--- src/rtl/subckt_seq_pkg.sv ---
// Shared types and helpers for the sub-circuit activity sequencers.
package subckt_seq_pkg;

  // Sequencer control states.
  typedef enum logic [1:0] {
    IDLE   = 2'd0,
    APPLY  = 2'd1,
    SAMPLE = 2'd2,
    DONE   = 2'd3
  } seq_state_e;

  // Fibonacci feedback mask for a 4-bit maximal LFSR (x^4 + x^3 + 1).
  localparam logic [3:0] LFSR_TAPS_DEFAULT = 4'b1100;

  // Number of set bits in a vector of up to 16 bits (zero-extend narrower vectors).
  function automatic logic [4:0] popcount16(input logic [15:0] v);
    logic [4:0] c;
    c = 5'd0;
    for (int i = 0; i < 16; i++) begin
      c = c + {4'd0, v[i]};
    end
    return c;
  endfunction

endpackage

--- src/rtl/subckt_activity_sequencer_if.sv ---
// Control/result bus between the experiment controller, the sequencer and the sub-circuit.
interface subckt_activity_sequencer_if #(
  parameter int N_IN  = 4,
  parameter int CNT_W = 16
);
  logic             start;
  logic             mode;
  logic [CNT_W-1:0] num_vec;
  logic [N_IN-1:0]  seed;
  logic [N_IN-1:0]  vec_o;
  logic             dut_out_i;
  logic             busy;
  logic             done;
  logic [CNT_W-1:0] out_toggles;
  logic [CNT_W-1:0] in_toggles;
  logic [CNT_W-1:0] ones_cnt;

  // Controller side: issues runs, presents the sub-circuit output, reads results.
  modport master (
    output start, mode, num_vec, seed, dut_out_i,
    input  vec_o, busy, done, out_toggles, in_toggles, ones_cnt
  );

  // Sequencer side.
  modport slave (
    input  start, mode, num_vec, seed, dut_out_i,
    output vec_o, busy, done, out_toggles, in_toggles, ones_cnt
  );
endinterface

--- src/rtl/subckt_activity_sequencer_vec_gen.sv ---
// Next-vector generator: binary increment (mode 0) or one Fibonacci LFSR step (mode 1).
module subckt_activity_sequencer_vec_gen #(
  parameter int              N_IN = 4,
  parameter logic [N_IN-1:0] TAPS = N_IN'(4'b1100)
) (
  input  logic            mode_i,
  input  logic [N_IN-1:0] cur_i,
  output logic [N_IN-1:0] nxt_o
);
  localparam logic [N_IN-1:0] VEC_ONE = N_IN'(1'b1);

  // Select increment-with-wrap or shift-left with XOR feedback of the tapped bits.
  always_comb begin
    nxt_o = cur_i;
    if (mode_i == 1'b0) begin
      nxt_o = cur_i + VEC_ONE;
    end else begin
      nxt_o = {cur_i[N_IN-2:0], ^(cur_i & TAPS)};
    end
  end
endmodule

--- src/rtl/subckt_activity_sequencer.sv ---
// Applies vectors to a small combinational sub-circuit, samples its output after
// a settle time, and accumulates saturating switching-activity counts.
module subckt_activity_sequencer
  import subckt_seq_pkg::*;
#(
  parameter int              N_IN       = 4,
  parameter int              CNT_W      = 16,
  parameter int              SETTLE_CYC = 1,
  parameter logic [N_IN-1:0] LFSR_TAPS  = N_IN'(LFSR_TAPS_DEFAULT)
) (
  input logic                      clk,
  input logic                      rst_n,
  subckt_activity_sequencer_if.slave bus
);
  localparam int               SW          = $clog2(SETTLE_CYC + 1);
  localparam logic [SW-1:0]    SETTLE_LAST = SW'(SETTLE_CYC - 1);
  localparam logic [SW-1:0]    SETTLE_ONE  = SW'(1'b1);
  localparam logic [CNT_W-1:0] CNT_ONE     = CNT_W'(1'b1);
  localparam logic [CNT_W-1:0] CNT_MAX     = {CNT_W{1'b1}};
  localparam logic [CNT_W-1:0] CNT_ZERO    = {CNT_W{1'b0}};
  localparam logic [N_IN-1:0]  VEC_ZERO    = {N_IN{1'b0}};
  localparam logic [N_IN-1:0]  VEC_ONE     = N_IN'(1'b1);

  // Saturating add of a small increment; clamps at all-ones instead of wrapping.
  function automatic logic [CNT_W-1:0] sat_add(input logic [CNT_W-1:0] a, input logic [4:0] b);
    logic [CNT_W:0] s;
    s = {1'b0, a} + (CNT_W + 1)'(b);
    if (s[CNT_W]) begin
      return CNT_MAX;
    end else begin
      return s[CNT_W-1:0];
    end
  endfunction

  seq_state_e       state_q, state_d;
  logic [N_IN-1:0]  vec_q, vec_d;
  logic             mode_q, mode_d;
  logic [CNT_W-1:0] num_vec_q, num_vec_d;
  logic [SW-1:0]    settle_q, settle_d;
  logic [CNT_W-1:0] smp_q, smp_d;
  logic             prev_out_q, prev_out_d;
  logic [CNT_W-1:0] out_tog_q, out_tog_d;
  logic [CNT_W-1:0] in_tog_q, in_tog_d;
  logic [CNT_W-1:0] ones_q, ones_d;
  logic             busy_q, busy_d;
  logic             done_q, done_d;
  logic [N_IN-1:0]  vec_nxt;
  logic [4:0]       step_pc;

  subckt_activity_sequencer_vec_gen #(
    .N_IN (N_IN),
    .TAPS (LFSR_TAPS)
  ) u_vec_gen (
    .mode_i (mode_q),
    .cur_i  (vec_q),
    .nxt_o  (vec_nxt)
  );

  assign step_pc = popcount16(16'(vec_nxt ^ vec_q));

  // Next-state and datapath update for the apply/settle/sample sequence.
  always_comb begin
    state_d    = state_q;
    vec_d      = vec_q;
    mode_d     = mode_q;
    num_vec_d  = num_vec_q;
    settle_d   = settle_q;
    smp_d      = smp_q;
    prev_out_d = prev_out_q;
    out_tog_d  = out_tog_q;
    in_tog_d   = in_tog_q;
    ones_d     = ones_q;
    case (state_q)
      IDLE: begin
        if (bus.start) begin
          out_tog_d  = CNT_ZERO;
          in_tog_d   = CNT_ZERO;
          ones_d     = CNT_ZERO;
          prev_out_d = 1'b0;
          smp_d      = CNT_ZERO;
          settle_d   = {SW{1'b0}};
          if (bus.num_vec != CNT_ZERO) begin
            mode_d    = bus.mode;
            num_vec_d = bus.num_vec;
            if (bus.mode == 1'b0) begin
              vec_d = VEC_ZERO;
            end else begin
              // An all-zero seed would lock the LFSR, so substitute 1.
              vec_d = (bus.seed == VEC_ZERO) ? VEC_ONE : bus.seed;
            end
            state_d = APPLY;
          end else begin
            state_d = DONE;
          end
        end else begin
          state_d = IDLE;
        end
      end
      APPLY: begin
        if (settle_q == SETTLE_LAST) begin
          settle_d = {SW{1'b0}};
          state_d  = SAMPLE;
        end else begin
          settle_d = settle_q + SETTLE_ONE;
        end
      end
      SAMPLE: begin
        ones_d = bus.dut_out_i ? sat_add(ones_q, 5'd1) : ones_q;
        // The first sample has no predecessor, so it never counts as a toggle.
        if ((smp_q != CNT_ZERO) && (bus.dut_out_i != prev_out_q)) begin
          out_tog_d = sat_add(out_tog_q, 5'd1);
        end else begin
          out_tog_d = out_tog_q;
        end
        prev_out_d = bus.dut_out_i;
        if (smp_q == (num_vec_q - CNT_ONE)) begin
          state_d = DONE;
        end else begin
          smp_d    = smp_q + CNT_ONE;
          vec_d    = vec_nxt;
          in_tog_d = sat_add(in_tog_q, step_pc);
          state_d  = APPLY;
        end
      end
      DONE: begin
        state_d = IDLE;
      end
      default: begin
        state_d = IDLE;
      end
    endcase
    busy_d = (state_d != IDLE);
    done_d = (state_d == DONE);
  end

  // State, datapath and registered status outputs.
  always_ff @(posedge clk or negedge rst_n) begin
    if (!rst_n) begin
      state_q    <= IDLE;
      vec_q      <= VEC_ZERO;
      mode_q     <= 1'b0;
      num_vec_q  <= CNT_ZERO;
      settle_q   <= {SW{1'b0}};
      smp_q      <= CNT_ZERO;
      prev_out_q <= 1'b0;
      out_tog_q  <= CNT_ZERO;
      in_tog_q   <= CNT_ZERO;
      ones_q     <= CNT_ZERO;
      busy_q     <= 1'b0;
      done_q     <= 1'b0;
    end else begin
      state_q    <= state_d;
      vec_q      <= vec_d;
      mode_q     <= mode_d;
      num_vec_q  <= num_vec_d;
      settle_q   <= settle_d;
      smp_q      <= smp_d;
      prev_out_q <= prev_out_d;
      out_tog_q  <= out_tog_d;
      in_tog_q   <= in_tog_d;
      ones_q     <= ones_d;
      busy_q     <= busy_d;
      done_q     <= done_d;
    end
  end

  assign bus.vec_o       = vec_q;
  assign bus.busy        = busy_q;
  assign bus.done        = done_q;
  assign bus.out_toggles = out_tog_q;
  assign bus.in_toggles  = in_tog_q;
  assign bus.ones_cnt    = ones_q;

endmodule
--- src/flat_wrapper.sv ---
// flat-port wrapper written by rule: the top's interface ports become plain ports
module subckt_activity_sequencer_flat import subckt_seq_pkg::*;
#(
  parameter int              N_IN       = 4,
  parameter int              CNT_W      = 16,
  parameter int              SETTLE_CYC = 1,
  parameter logic [N_IN-1:0] LFSR_TAPS  = N_IN'(LFSR_TAPS_DEFAULT)
)
  (clk, rst_n, bus_start, bus_mode, bus_num_vec, bus_seed, bus_dut_out_i, bus_vec_o, bus_busy, bus_done, bus_out_toggles, bus_in_toggles, bus_ones_cnt);
  subckt_activity_sequencer_if #(.N_IN(N_IN), .CNT_W(CNT_W)) bus_i ();
  input logic clk;
  input logic rst_n;
  input wire logic [$bits(bus_i.start)-1:0] bus_start;
  input wire logic [$bits(bus_i.mode)-1:0] bus_mode;
  input wire logic [$bits(bus_i.num_vec)-1:0] bus_num_vec;
  input wire logic [$bits(bus_i.seed)-1:0] bus_seed;
  input wire logic [$bits(bus_i.dut_out_i)-1:0] bus_dut_out_i;
  output wire logic [$bits(bus_i.vec_o)-1:0] bus_vec_o;
  output wire logic [$bits(bus_i.busy)-1:0] bus_busy;
  output wire logic [$bits(bus_i.done)-1:0] bus_done;
  output wire logic [$bits(bus_i.out_toggles)-1:0] bus_out_toggles;
  output wire logic [$bits(bus_i.in_toggles)-1:0] bus_in_toggles;
  output wire logic [$bits(bus_i.ones_cnt)-1:0] bus_ones_cnt;
  assign bus_i.start = bus_start;
  assign bus_i.mode = bus_mode;
  assign bus_i.num_vec = bus_num_vec;
  assign bus_i.seed = bus_seed;
  assign bus_i.dut_out_i = bus_dut_out_i;
  assign bus_vec_o = bus_i.vec_o;
  assign bus_busy = bus_i.busy;
  assign bus_done = bus_i.done;
  assign bus_out_toggles = bus_i.out_toggles;
  assign bus_in_toggles = bus_i.in_toggles;
  assign bus_ones_cnt = bus_i.ones_cnt;
  subckt_activity_sequencer #(.N_IN(N_IN), .CNT_W(CNT_W), .SETTLE_CYC(SETTLE_CYC), .LFSR_TAPS(LFSR_TAPS)) u_core (.clk(clk), .rst_n(rst_n), .bus(bus_i));
endmodule
--- config.mk ---
export PLATFORM = sky130hd
export DESIGN_NAME = subckt_activity_sequencer_flat
export DESIGN_NICKNAME = d
export VERILOG_FILES = /design/src/rtl/subckt_seq_pkg.sv /design/src/rtl/subckt_activity_sequencer_if.sv /design/src/rtl/subckt_activity_sequencer_vec_gen.sv /design/src/rtl/subckt_activity_sequencer.sv /design/src/flat_wrapper.sv
export SDC_FILE = /design/constraint.sdc
export NUM_CORES = 1
export LEC_CHECK = 0
export ABC_AREA = 1
export CAP_MARGIN = 20
export CORE_ASPECT_RATIO = 0.6
export CORE_MARGIN = 2
export CORE_UTILIZATION = 57
export CTS_CLUSTER_DIAMETER = 120
export DETAILED_ROUTE_END_ITERATION = 16
export GPL_ROUTABILITY_DRIVEN = 0
export PLACE_DENSITY_LB_ADDON = 0.15
export SYNTH_ARGS = -nofsm -noshare
export SYNTH_HDL_FRONTEND = slang
export SYNTH_SLANG_ARGS = --single-unit
--- constraint.sdc ---
create_clock -name clk -period 5.6 [get_ports clk]
set_input_delay 1.12 -clock clk [delete_from_list [all_inputs] [get_ports clk]]
set_output_delay 1.12 -clock clk [all_outputs]
set_load 0.02 [all_outputs]
==> results.md <==
- Unique masters post-synth: 41
- Power Dens Cells: roughly 390 mW/mm²
- Setup TNS: 0 ps
- LEAKAGE: between 0.003 and 0.004 µW
- Placed Cells: 1,029
- Status: completed
- Die area: 0.0116 mm²
- Drt pass-1 iters: 5
- Fmax: 0.240 GHz
- CTS-repair resized insts: 0
- Crit path required time: roughly 6000 ps
- Crit. End Element: flip-flop
- Synth Area in Simple Gates: 31.5%
- Avg Vias per Cell: 5.65
- CTS buffer count: 9
- # DRC: 0
- Yosys Warn Count: 0
- Fin crit share: 74.4%
- CTS Sinks: 90
- Dpl hpwl: 11,400 µm
- CTS max path bufs: 2
- CORE AREA: 0.0105 mm²
- Vias in the first global route: about 5,500
- Max Slew Vio Count: 0
- Placement-stage cell area: roughly 0.0070 mm²
- Die Y: around 84 µm
- Final Skew: 11.0 ps
- RSZ-0062 raised after global routing: no
- Synthesized area: 0.00613 mm²
- Hold Vio Cnt, Final: 0
- Ant. Diodes: 0
- FP Rows: 29
- Post CTS Setup Buffer Count: 0
- Via count: 5,901
- Clock Latency Late Sink: approximately 350 ps
- Critical path data arrival time: approximately 4400 ps
- Post-synthesis mux area share: 1.45%
- Post-synth EDFFs: 0
- Sequential area share after synthesis: 36.7%
- Global Route Usage Sum: 28.1%
- Area delta synth->final: 18.7%
- GRT Residual Overflow: 0
- Post-Route WL: about 16,000 µm
- CTS tree: done
- Worst vdd ir: around 310 µV
- XOR/XNOR Fraction of Synth Area: under 10%
- Ratio of cells with drive above 1 in the final layout: 11.1%
- Crit path max fanout: 10
- Fin worst setup slack: between 1000 and 1500 ps
- # H-tree levels: 3
- Die Wd: 138 µm
- Synth Flop Type: dfrtp_1
- Largest net degree at the start of global routing: 66
- # nets final: 939
- Starting Density: 58.2%
- Pre-CTS WS: between 1500 and 2000 ps
- Post-route antenna net violation count: 0
- Max_slew headroom: 29.1%
- Num ports: 79
- Crit Path Category: flip-flop to flip-flop
- First-pass GRT wire length: 26,200 µm
- Fin cells: 1,045
- Worst-Margin Slew: 1060 ps
- IO buf count: 78
- Max Cap Viol: 0
- Most common cell after layout, fill and taps aside: nand2_1
- Final hold slack: a little under 500 ps
- Worst-path clk slew: 70 ps
- Finished Cell Area: 0.00727 mm²
- Final setup vio count: 0
- Largest family of logic cells by synthesized area: simple AND/OR/NAND/NOR gates
- Hold_buf cts: 0
- Initial antenna violation count: 0
- Crit path time final: 4170 ps
- Syn avg cell area: roughly 7.4 µm²
- Clock root cell: clkbuf_16
- CP startpoint kind: flip-flop
- Compound-Gate Fraction of Synth Area: 13.4%
- Routed length per instance: 15.0 µm
- Flops & latches, synth: 90
- Most frequent cells in the layout: 189 x nand2_1, 105 x inv_1, 90 x dfrtp_1
- Ys async rst share: 100%
- Synth Instances: 826
- Hold Path Class: flip-flop to flip-flop
- Net count after synthesis: 864
- Number of DRC violations after detailed-routing iteration 0: 514
- Post-synthesis adder-cell area fraction: a little under 3%
==> through the flow <==
stage          total power, µW  utilization, %
2_1_floorplan             1890               -
3_3_place_gp              2100            66.2
3_5_place_dp              2140            66.2
4_1_cts                   2810            69.1
5_1_grt                   3030            69.1
6_report                  2810            69.1
==> layout make-up <==
class                   instances  area (µm²)
multi-input cells             610        3330
repair buffers                 81         801
clock buffers                  12         256
clock inverters                 4        50.0
flip-flops and latches         90        2250
fillers                       867        3250
inverters                     109         409
well taps                     139         174
==> worst max-delay path: stages, from the launching register on <==
cell and delay [ps]:
dfrtp_1 450, ha_1 290, nand2_1 60, o21ai_0 110, xor2_1 170, ha_1 290
inv_1 90, fa_1 430, inv_1 70, ha_1 170, inv_1 60, fa_1 410
o21ai_1 220, nand2_1 90, nor2_1 180, nand2_1 160, inv_1 110, nand3_2 200
clkinv_1 190, o21ai_0 130, o21ai_2 170
==> worst paths after layout <==
check / startpoint / end / slack (ps) / cells past startpoint
hold reg to reg: u_core.num_vec_q[1]$_DFFE_PN0P_ / u_core.num_vec_q[1]$_DFFE_PN0P_ / 490 / 2
hold / removal: u_core.num_vec_q[1]$_DFFE_PN0P_ / u_core.num_vec_q[1]$_DFFE_PN0P_ / 490 / 2
min in group asynchronous: rst_n / u_core.bus.in_toggles[9]$_DFFE_PN0P_ / 670 / 1
setup / recovery: u_core.bus.vec_o[1]$_DFFE_PN0P_ / u_core.bus.in_toggles[4]$_DFFE_PN0P_ / 1430 / 20
setup reg to reg: u_core.bus.vec_o[1]$_DFFE_PN0P_ / u_core.bus.in_toggles[4]$_DFFE_PN0P_ / 1430 / 20
max in group asynchronous: rst_n / u_core.bus.out_toggles[8]$_DFFE_PN0P_ / 3770 / 2
==> flip-flops by register name, summed over array words and instances, names as in the netlist <==
signal / flops
u_core.bus.busy: 1
u_core.bus.done: 1
u_core.bus.in_toggles: 16
u_core.bus.ones_cnt: 16
u_core.bus.out_toggles: 16
u_core.bus.vec_o: 4
u_core.mode_q: 1
u_core.num_vec_q: 16
u_core.prev_out_q: 1
u_core.smp_q: 16
u_core.state_q: 2
==> cells in the mapped netlist (2+ instances only) <==
master | n | area share (%)
nand2_1 | 189 | 12
inv_1 | 105 | 6.4
dfrtp_1 | 90 | 37
o21ai_0 | 73 | 6.0
nor2_1 | 69 | 4.2
nand3_1 | 63 | 5.1
nand2_2 | 29 | 3.0
o21ai_2 | 28 | 4.0
xor2_1 | 26 | 3.7
nand4_1 | 23 | 2.3
nor3_1 | 15 | 1.2
a21oi_1 | 13 | 1.1
ha_1 | 11 | 2.2
clkbuf_1 | 9 | 0.55
o22ai_1 | 9 | 0.92
nor4_1 | 8 | 0.82
mux2_2 | 7 | 1.3
xnor2_1 | 7 | 1.0
nand3b_1 | 6 | 0.73
nor2_2 | 5 | 0.51
o21ai_1 | 5 | 0.41
a31oi_1 | 3 | 0.31
buf_12 | 3 | 0.98
buf_6 | 3 | 0.55
nor2_4 | 3 | 0.55
or2_2 | 3 | 0.31
a21boi_0 | 2 | 0.24
clkinv_1 | 2 | 0.12
fa_1 | 2 | 0.65
inv_2 | 2 | 0.12
nand3_2 | 2 | 0.33
o31ai_1 | 2 | 0.24
==> routing by layer <==
metal	vias to the layer above	part of all wire, %	global-route usage, %
li1	2855	-	-
met1	2764	47	40.8
met2	257	44	42.7
met3	25	7.6	6.40
met4	0	1.3	7.33
met5	-	0	0
==> power by group <==
group / leakage, µW / total [µW] / switching [µW] / internal, µW
combinational: 0.00192 / 1280 / 821 / 459
clock: 0.000145 / 627 / 257 / 370
sequential: 0.00121 / 903 / 139 / 764
total: 0.00327 / 2810 / 1220 / 1590
==> cells by family (layout without fill, tap and decap cells) <==
group / after synthesis / in the layout
XOR/XNOR: 34 / 34
buffers and inverters: 126 / 206
AND/OR/NAND/NOR: 418 / 418
adder cells (fa/ha/maj): 13 / 13
multiplexers: 8 / 8
flip-flops: 90 / 90
AO/OA/AOI/OAI: 137 / 137
Note: power is estimated with default switching activity, not from simulation.
